$ cat src/rtl/button_debounce_array_pkg.sv
`default_nettype none
// ============================================================================
//  Module      : button_debounce_array_pkg
//  Description : Shared types and helpers for the button debounce array.
//                Holds the repeat-FSM state encoding and the width helpers
//                used to size the prescaler and per-channel counters.
//  Revision    : 1.0 - initial release
// ============================================================================
package button_debounce_array_pkg;

    // Auto-repeat FSM states; the encoding is fixed so state values stay
    // stable across revisions.
    typedef enum logic [1:0] {
        ST_RELEASED  = 2'd0,
        ST_HOLD_WAIT = 2'd1,
        ST_REPEATING = 2'd2
    } rep_state_e;

    // Ceiling log2; clog2(1) = 0.
    function automatic int clog2(input int value);
        int r;
        r = 0;
        while ((1 << r) < value) begin
            r = r + 1;
        end
        return r;
    endfunction

    // Bits needed to hold 0..max_val, never less than one bit.
    function automatic int width_for(input int max_val);
        int w;
        w = clog2(max_val + 1);
        return (w < 1) ? 1 : w;
    endfunction

    function automatic int max2(input int a, input int b);
        return (a > b) ? a : b;
    endfunction

endpackage : button_debounce_array_pkg
`default_nettype wire

$ cat src/rtl/button_debounce_array_channel.sv
`default_nettype none
// ============================================================================
//  Module      : button_debounce_array_channel
//  Description : One input channel: synchroniser, tick-gated debounce
//                counter, registered level/press/release and the
//                auto-repeat FSM.
//  Revision    : 1.0 - initial release
// ============================================================================
module button_debounce_array_channel
    import button_debounce_array_pkg::*;
#(
    parameter int STABLE_COUNT = 4,
    parameter int SYNC_STAGES  = 2,
    parameter int REPEAT_DELAY = 500,
    parameter int REPEAT_RATE  = 100
) (
    input  logic clock_i,
    input  logic reset_i,
    input  logic tick_i,
    input  logic raw_i,
    input  logic repeat_en_i,
    output logic level_o,
    output logic press_o,
    output logic release_o,
    output logic repeat_o
);

    localparam int DCNT_W = width_for(STABLE_COUNT);
    localparam int RCNT_W = width_for(max2(REPEAT_DELAY, REPEAT_RATE));

    logic [SYNC_STAGES-1:0] sync_q;
    logic                   sync_w;
    logic [DCNT_W-1:0]      dcnt_q;
    logic [DCNT_W-1:0]      dcnt_d;
    logic                   level_q;
    logic                   level_d;
    logic                   press_q;
    logic                   release_q;
    logic                   repeat_q;
    logic [RCNT_W-1:0]      rcnt_q;
    logic [RCNT_W-1:0]      rcnt_inc_w;
    rep_state_e             state_q;

    // Only the last synchroniser stage is ever observed.
    assign sync_w     = sync_q[SYNC_STAGES-1];
    assign rcnt_inc_w = rcnt_q + RCNT_W'(1);

    // Shift the raw input through the synchroniser chain.
    always_ff @(posedge clock_i) begin
        if (reset_i) begin
            sync_q <= '0;
        end else begin
            sync_q <= {sync_q[SYNC_STAGES-2:0], raw_i};
        end
    end

    // Next debounce count and level; any agreeing tick clears the run.
    always_comb begin
        dcnt_d  = dcnt_q;
        level_d = level_q;
        if (tick_i) begin
            if (sync_w == level_q) begin
                dcnt_d = '0;
            end else if (dcnt_q == DCNT_W'(STABLE_COUNT - 1)) begin
                level_d = ~level_q;
                dcnt_d  = '0;
            end else begin
                dcnt_d = dcnt_q + DCNT_W'(1);
            end
        end
    end

    // Register level and the edge pulses that coincide with a level change.
    always_ff @(posedge clock_i) begin
        if (reset_i) begin
            dcnt_q    <= '0;
            level_q   <= 1'b0;
            press_q   <= 1'b0;
            release_q <= 1'b0;
        end else begin
            dcnt_q    <= dcnt_d;
            level_q   <= level_d;
            press_q   <= level_d & ~level_q;
            release_q <= ~level_d & level_q;
        end
    end

    // Auto-repeat FSM; follows the next level so it leaves RELEASED on the
    // press cycle and release always beats a coincident repeat.
    always_ff @(posedge clock_i) begin
        if (reset_i) begin
            state_q  <= ST_RELEASED;
            rcnt_q   <= '0;
            repeat_q <= 1'b0;
        end else begin
            repeat_q <= 1'b0;
            if (!level_d) begin
                state_q <= ST_RELEASED;
                rcnt_q  <= '0;
            end else if (!repeat_en_i) begin
                state_q <= ST_HOLD_WAIT;
                rcnt_q  <= '0;
            end else begin
                case (state_q)
                    ST_RELEASED: begin
                        state_q <= ST_HOLD_WAIT;
                        rcnt_q  <= '0;
                    end
                    ST_HOLD_WAIT: begin
                        if (tick_i) begin
                            if (rcnt_inc_w == RCNT_W'(REPEAT_DELAY)) begin
                                repeat_q <= 1'b1;
                                rcnt_q   <= '0;
                                state_q  <= ST_REPEATING;
                            end else begin
                                rcnt_q <= rcnt_inc_w;
                            end
                        end
                    end
                    ST_REPEATING: begin
                        if (tick_i) begin
                            if (rcnt_inc_w == RCNT_W'(REPEAT_RATE)) begin
                                repeat_q <= 1'b1;
                                rcnt_q   <= '0;
                            end else begin
                                rcnt_q <= rcnt_inc_w;
                            end
                        end
                    end
                    default: begin
                        state_q <= ST_RELEASED;
                        rcnt_q  <= '0;
                    end
                endcase
            end
        end
    end

    assign level_o   = level_q;
    assign press_o   = press_q;
    assign release_o = release_q;
    assign repeat_o  = repeat_q;

endmodule : button_debounce_array_channel
`default_nettype wire

$ cat src/rtl/button_debounce_array.sv
`default_nettype none
// ============================================================================
//  Module      : button_debounce_array
//  Description : Multi-channel push-button conditioner. A shared prescaler
//                produces the sample tick; each channel is synchronised,
//                debounced and given press/release/auto-repeat pulses.
//  Revision    : 1.0 - initial release
// ============================================================================
module button_debounce_array
    import button_debounce_array_pkg::*;
#(
    parameter int CHANNELS     = 4,
    parameter int TICK_DIV     = 50000,
    parameter int STABLE_COUNT = 4,
    parameter int SYNC_STAGES  = 2,
    parameter int REPEAT_DELAY = 500,
    parameter int REPEAT_RATE  = 100
) (
    input  logic                clock_i,
    input  logic                reset_i,
    input  logic [CHANNELS-1:0] raw_in_i,
    input  logic [CHANNELS-1:0] repeat_en_i,
    output logic [CHANNELS-1:0] level_o,
    output logic [CHANNELS-1:0] press_o,
    output logic [CHANNELS-1:0] release_o,
    output logic [CHANNELS-1:0] repeat_o
);

    localparam int PRE_W = width_for(TICK_DIV - 1);

    logic [PRE_W-1:0] presc_q;
    logic             tick_w;

    // Tick fires on the terminal count; TICK_DIV=1 makes it permanent.
    assign tick_w = (presc_q == PRE_W'(TICK_DIV - 1));

    // Free-running prescaler shared by every channel.
    always_ff @(posedge clock_i) begin
        if (reset_i) begin
            presc_q <= '0;
        end else if (tick_w) begin
            presc_q <= '0;
        end else begin
            presc_q <= presc_q + PRE_W'(1);
        end
    end

    for (genvar g = 0; g < CHANNELS; g++) begin : g_channel
        button_debounce_array_channel #(
            .STABLE_COUNT (STABLE_COUNT),
            .SYNC_STAGES  (SYNC_STAGES),
            .REPEAT_DELAY (REPEAT_DELAY),
            .REPEAT_RATE  (REPEAT_RATE)
        ) u_channel (
            .clock_i     (clock_i),
            .reset_i     (reset_i),
            .tick_i      (tick_w),
            .raw_i       (raw_in_i[g]),
            .repeat_en_i (repeat_en_i[g]),
            .level_o     (level_o[g]),
            .press_o     (press_o[g]),
            .release_o   (release_o[g]),
            .repeat_o    (repeat_o[g])
        );
    end

endmodule : button_debounce_array
`default_nettype wire

$ cat config.mk
export PLATFORM = sky130hd
export DESIGN_NAME = button_debounce_array
export DESIGN_NICKNAME = d
export VERILOG_FILES = /design/src/rtl/button_debounce_array_pkg.sv /design/src/rtl/button_debounce_array_channel.sv /design/src/rtl/button_debounce_array.sv
export SDC_FILE = /design/constraint.sdc
export NUM_CORES = 1
export LEC_CHECK = 0
export ABC_AREA = 1
export BUFFER_PORTS_ARGS = -buffer_cell sky130_fd_sc_hd__buf_2
export CAP_MARGIN = 20
export CORE_MARGIN = 2
export CORE_UTILIZATION = 40
export DETAILED_ROUTE_END_ITERATION = 7
export SYNTH_ARGS = -nofsm -noshare
export SYNTH_HDL_FRONTEND = slang
export SYNTH_SLANG_ARGS = --single-unit
$ cat constraint.sdc
create_clock -name clock_i -period 1.53 [get_ports clock_i]
set_input_delay 0.459 -clock clock_i [delete_from_list [all_inputs] [get_ports clock_i]]
set_output_delay 0.459 -clock clock_i [all_outputs]
set_load 0.1 [all_outputs]
==> key figures <==
Critical path
  – Slowest stage delay, CP: 360 ps
  – Critical path data required time: 1820 ps
  – Reg2reg path depth: 11
  – Arrival time of the worst setup path: 2070 ps
  – Startpoint Class: flip-flop
  – Slowest cell on crit path: dfxtp_1
  – Worst-path cell chain: ha_1, inv_1, nor2_1, nand2_1, o21ai_0, nand2_1, o21ai_4, nand2_2, nor2_4, o21ai_0, nor2_1
  – Reg2reg setup slack: -250 ps
  – WS Path Type: flip-flop to flip-flop
  – Worst Path Buf+Inv: 1
  – CP delay by family, top: simple AND/OR/NAND/NOR gates
  – CP max FO: 4
  – RR Endpoint: g_channel[2].u_channel.rcnt_q[0]
  – Reg-to-reg critical path startpoint: g_channel[2].u_channel.dcnt_q[1]
  – Worst Setup End Kind: flip-flop

STA
  – Final worst setup slack: -249 ps
  – Final Max Tran Viols: 0
  – Worst Tran Pin Value: 353 ps
  – Slew headroom: 76.5%
  – Clk_skew: 5.21 ps
  – Fmax: 562 MHz
  – Final hold vios: 0
  – RSZ-0062 raised after global routing: true
  – Post-layout min period: 1780 ps
  – Worst hold slack: 299 ps
  – Final setup vio count: 77
  – Tcrit/Tclk final: 116%
  – Setup TNS: -10520 ps

Placed design
  – Pre-CTS setup slack: -416 ps
  – HPWL Detailed: 9350 um
  – Number of port buffers: 25
  – Routability cong.: 0.852

Finish
  – P&R area growth vs syn: 59.1%
  – Filler Cell Count: 1032
  – Multi-input combinational cell area: 3920 um2
  – Ratio of cells with drive above 1 in the final layout: 49.5%
  – Diodes inserted: 0
  – Sequential Area: 1970 um2
  – Final #Nets: 994

Detailed routing
  – Routed wire length on met2: 7950 um
  – Routed wire length: 15000 um
  – 1st-iter DRT viols: 292
  – Met3 routed WL: 474 um
  – DR pass1 iterations: 4
  – M1 WL: 6290 um
  – Final ANT Viol Nets: 0
  – Via count: 5581
  – Avg Vias per Cell: 4.90
  – Top layer in use: met4
  – Wire per inst: 13.2 um
  – DRC: 0

Job
  – Max Cap Viol: 0

Power
  – Max IR drop VDD: 0.000417 V
  – LEAKAGE: 3.52 nW
  – PwrDens: 575 nW/um2

Logic synthesis
  – Register area share after synthesis: 35.9%
  – Area contributors post-synth: dfxtp_1, nand2_1, inv_1, ha_1, nor2_1
  – Post-synth EDFFs: 0
  – Yosys cell types: 40
  – Post-synth top area share: 35.9%
  – Top-count cell post-synth: nand2_1
  – Yosys top cell by area: dfxtp_1
  – Commonest cells in the synthesized netlist: nand2_1, inv_1, dfxtp_1, nor2_1, a21oi_1
  – Async set-reset flop share out of synthesis: 0%
  – Synth warn: 0
  – Gate count after technology mapping: 788
  – Mean Syn Cell Area: 6.80 um2
  – Main synth FF type: dfxtp_1
  – Seq cells post-synth: 96
  – Mapped Nets: 823
  – Synthesized area: 5360 um2

Global route
  – Antenna violations before repair: 0
  – Vias in the first global route: 5349
  – Overall Global Routing Usage: 19.7%
  – First-pass GRT wire length: 23200 um
  – Remaining global-route overflow: 0
  – Largest net degree at the start of global routing: 19

Hold path
  – Hold endpoint: g_channel[3].u_channel.sync_q[0]
  – Worst hold path startpoint: raw_in_i[3]
  – Hold path depth: 3
  – HP Class: input pin to flip-flop

Floorplanning
  – Die Y: 120 um
  – Die ar.: 14300 um2
  – Row count: 42
  – Die width: 120 um
  – CORE AREA: 13100 um2
  – Top-Level Pins: 26
  – Starting Density: 40.8%

Clock tree
  – CTS max path bufs: 2
  – H-tree depth: 3
  – CTS Buf Count: 9
  – CTS tree: done
  – Clock-pin slew on the worst setup and hold paths: 70 ps
  – Cts hold-fix bufs: 0
  – Clk Latency, worst-skew pair: 350 ps
  – Root Buffer: clkbuf_16
  – Num Clock Sinks: 96

Status
  – Outcome: complete, but fails checks
  – Failing checks: setup timing
-- through the flow --
| stage | area, um2 | instances | power (mW) | util (%) |
|---|---|---|---|---|
| after CTS | 7580 | 1124 | 4.92 | 57.7 |
| final | 8520 | 1140 | 4.90 | 64.8 |
| after floorplan | 5530 | 788 | 2.62 | - |
| after global routing | 8520 | 1140 | 5.07 | 64.8 |
| after global placement | 6690 | 1079 | 2.67 | 50.9 |
| after detailed placement | 6690 | 1079 | 2.67 | 50.9 |
-- placed cells by master, fill, tap and decap left out, types with 5 or more instances in the layout --
cell	instances
a21oi_2	32
nand2_1	135
nand2_4	18
nand2_2	50
inv_2	11
buf_6	27
buf_12	11
nor3_4	7
ha_4	5
buf_2	9
nand3_4	7
clkinv_4	5
o21bai_1	7
a21oi_1	26
nor2_4	29
clkbuf_16	10
nand3_1	35
nor2_2	15
o21ai_0	8
inv_4	12
xnor2_1	6
nor2_1	57
dfxtp_4	8
nand3_2	18
o21ai_1	6
o21ai_2	12
buf_4	132
nor3_2	6
dfxtp_2	15
ha_1	19
dfxtp_1	73
nand4_1	9
inv_1	95
-- power by group --
group / switching (mW) / internal, mW / leakage (nW)
Clock: 1.10 / 1.14 / 0.143
Combinational: 0.0831 / 0.0646 / 2.58
Sequential: 0.0125 / 2.50 / 0.789
-- cells by family (layout without fill, tap and decap cells) --
| logic type | count (synthesis) | in the layout | synth area share (%) |
|---|---|---|---|
| xor gates and xnor gates | 13 | 13 | 2.13 |
| adders and majority gates | 25 | 25 | 5.84 |
| AOI/OAI and AO/OA | 102 | 102 | 10.4 |
| buffers and inverters | 143 | 319 | 11.3 |
| and+or+nand+nor | 409 | 409 | 34.5 |
| DFF | 96 | 96 | 35.9 |
-- worst max-delay path by stage --
| stage | startpoint | end | depth (start not counted) |
|---|---|---|---|
| after CTS | presc_q[1] | g_channel[2].u_channel.rcnt_q[1] | 13 |
| after global routing | g_channel[2].u_channel.dcnt_q[1] | g_channel[2].u_channel.rcnt_q[0] | 11 |
| after floorplan | g_channel[2].u_channel.rcnt_q[0] | g_channel[2].u_channel.rcnt_q[0] | 10 |
| after global placement | presc_q[1] | g_channel[3].u_channel.release_o | 11 |
| after detailed placement | presc_q[1] | g_channel[3].u_channel.release_o | 11 |
| final | g_channel[2].u_channel.dcnt_q[1] | g_channel[2].u_channel.rcnt_q[0] | 11 |
-- final cells by class --
cell class                      count  share of cell area, %
Timing Repair Buffer              182                   19.0
Clock inverter                      7                  0.720
Tap cell                          176                   2.59
Clock buffer                        9                   2.64
Sequential cell                    96                   23.1
Multi-Input combinational cell    549                   46.1
Timing Repair inverter              1                 0.0734
Inverter                          120                   5.82
-- registers in the layout, indices dropped and copies added, names as in the netlist --
name and cells:
g_channel.u_channel.dcnt_q 12, g_channel.u_channel.level_o 4, g_channel.u_channel.press_o 4, g_channel.u_channel.rcnt_q 36, g_channel.u_channel.release_o 4, g_channel.u_channel.repeat_o 4, g_channel.u_channel.state_q 8, g_channel.u_channel.sync_q 8
presc_q 16
-- worst register-to-register path, cell delays in order, from the launching register on --
cell,delay (ps)
dfxtp_1,360
ha_1,190
inv_1,50
nor2_1,190
nand2_1,100
o21ai_0,100
nand2_1,120
o21ai_4,80
nand2_2,100
nor2_4,200
o21ai_0,110
nor2_1,100
-- per-layer routing --
layer  vias to the layer above  global-route usage (%)
li1                       2832                       -
met1                      2630                    23.5
met2                        93                    35.1
met3                        26                    3.14
met4                         0                    8.24
met5                         -                       0
-- what timing repair did --
| item | CTS | global route |
|---|---|---|
| setup buffers | 30 | 20 |
| endpoints found under the hold margin | 0 | 0 |
| endpoints found under the setup margin | 88 | 89 |
| pin swaps | 34 | 87 |
| cloned | 0 | 2 |
| gates resized for setup | 113 | 217 |
(Power assumes the default switching activity.)
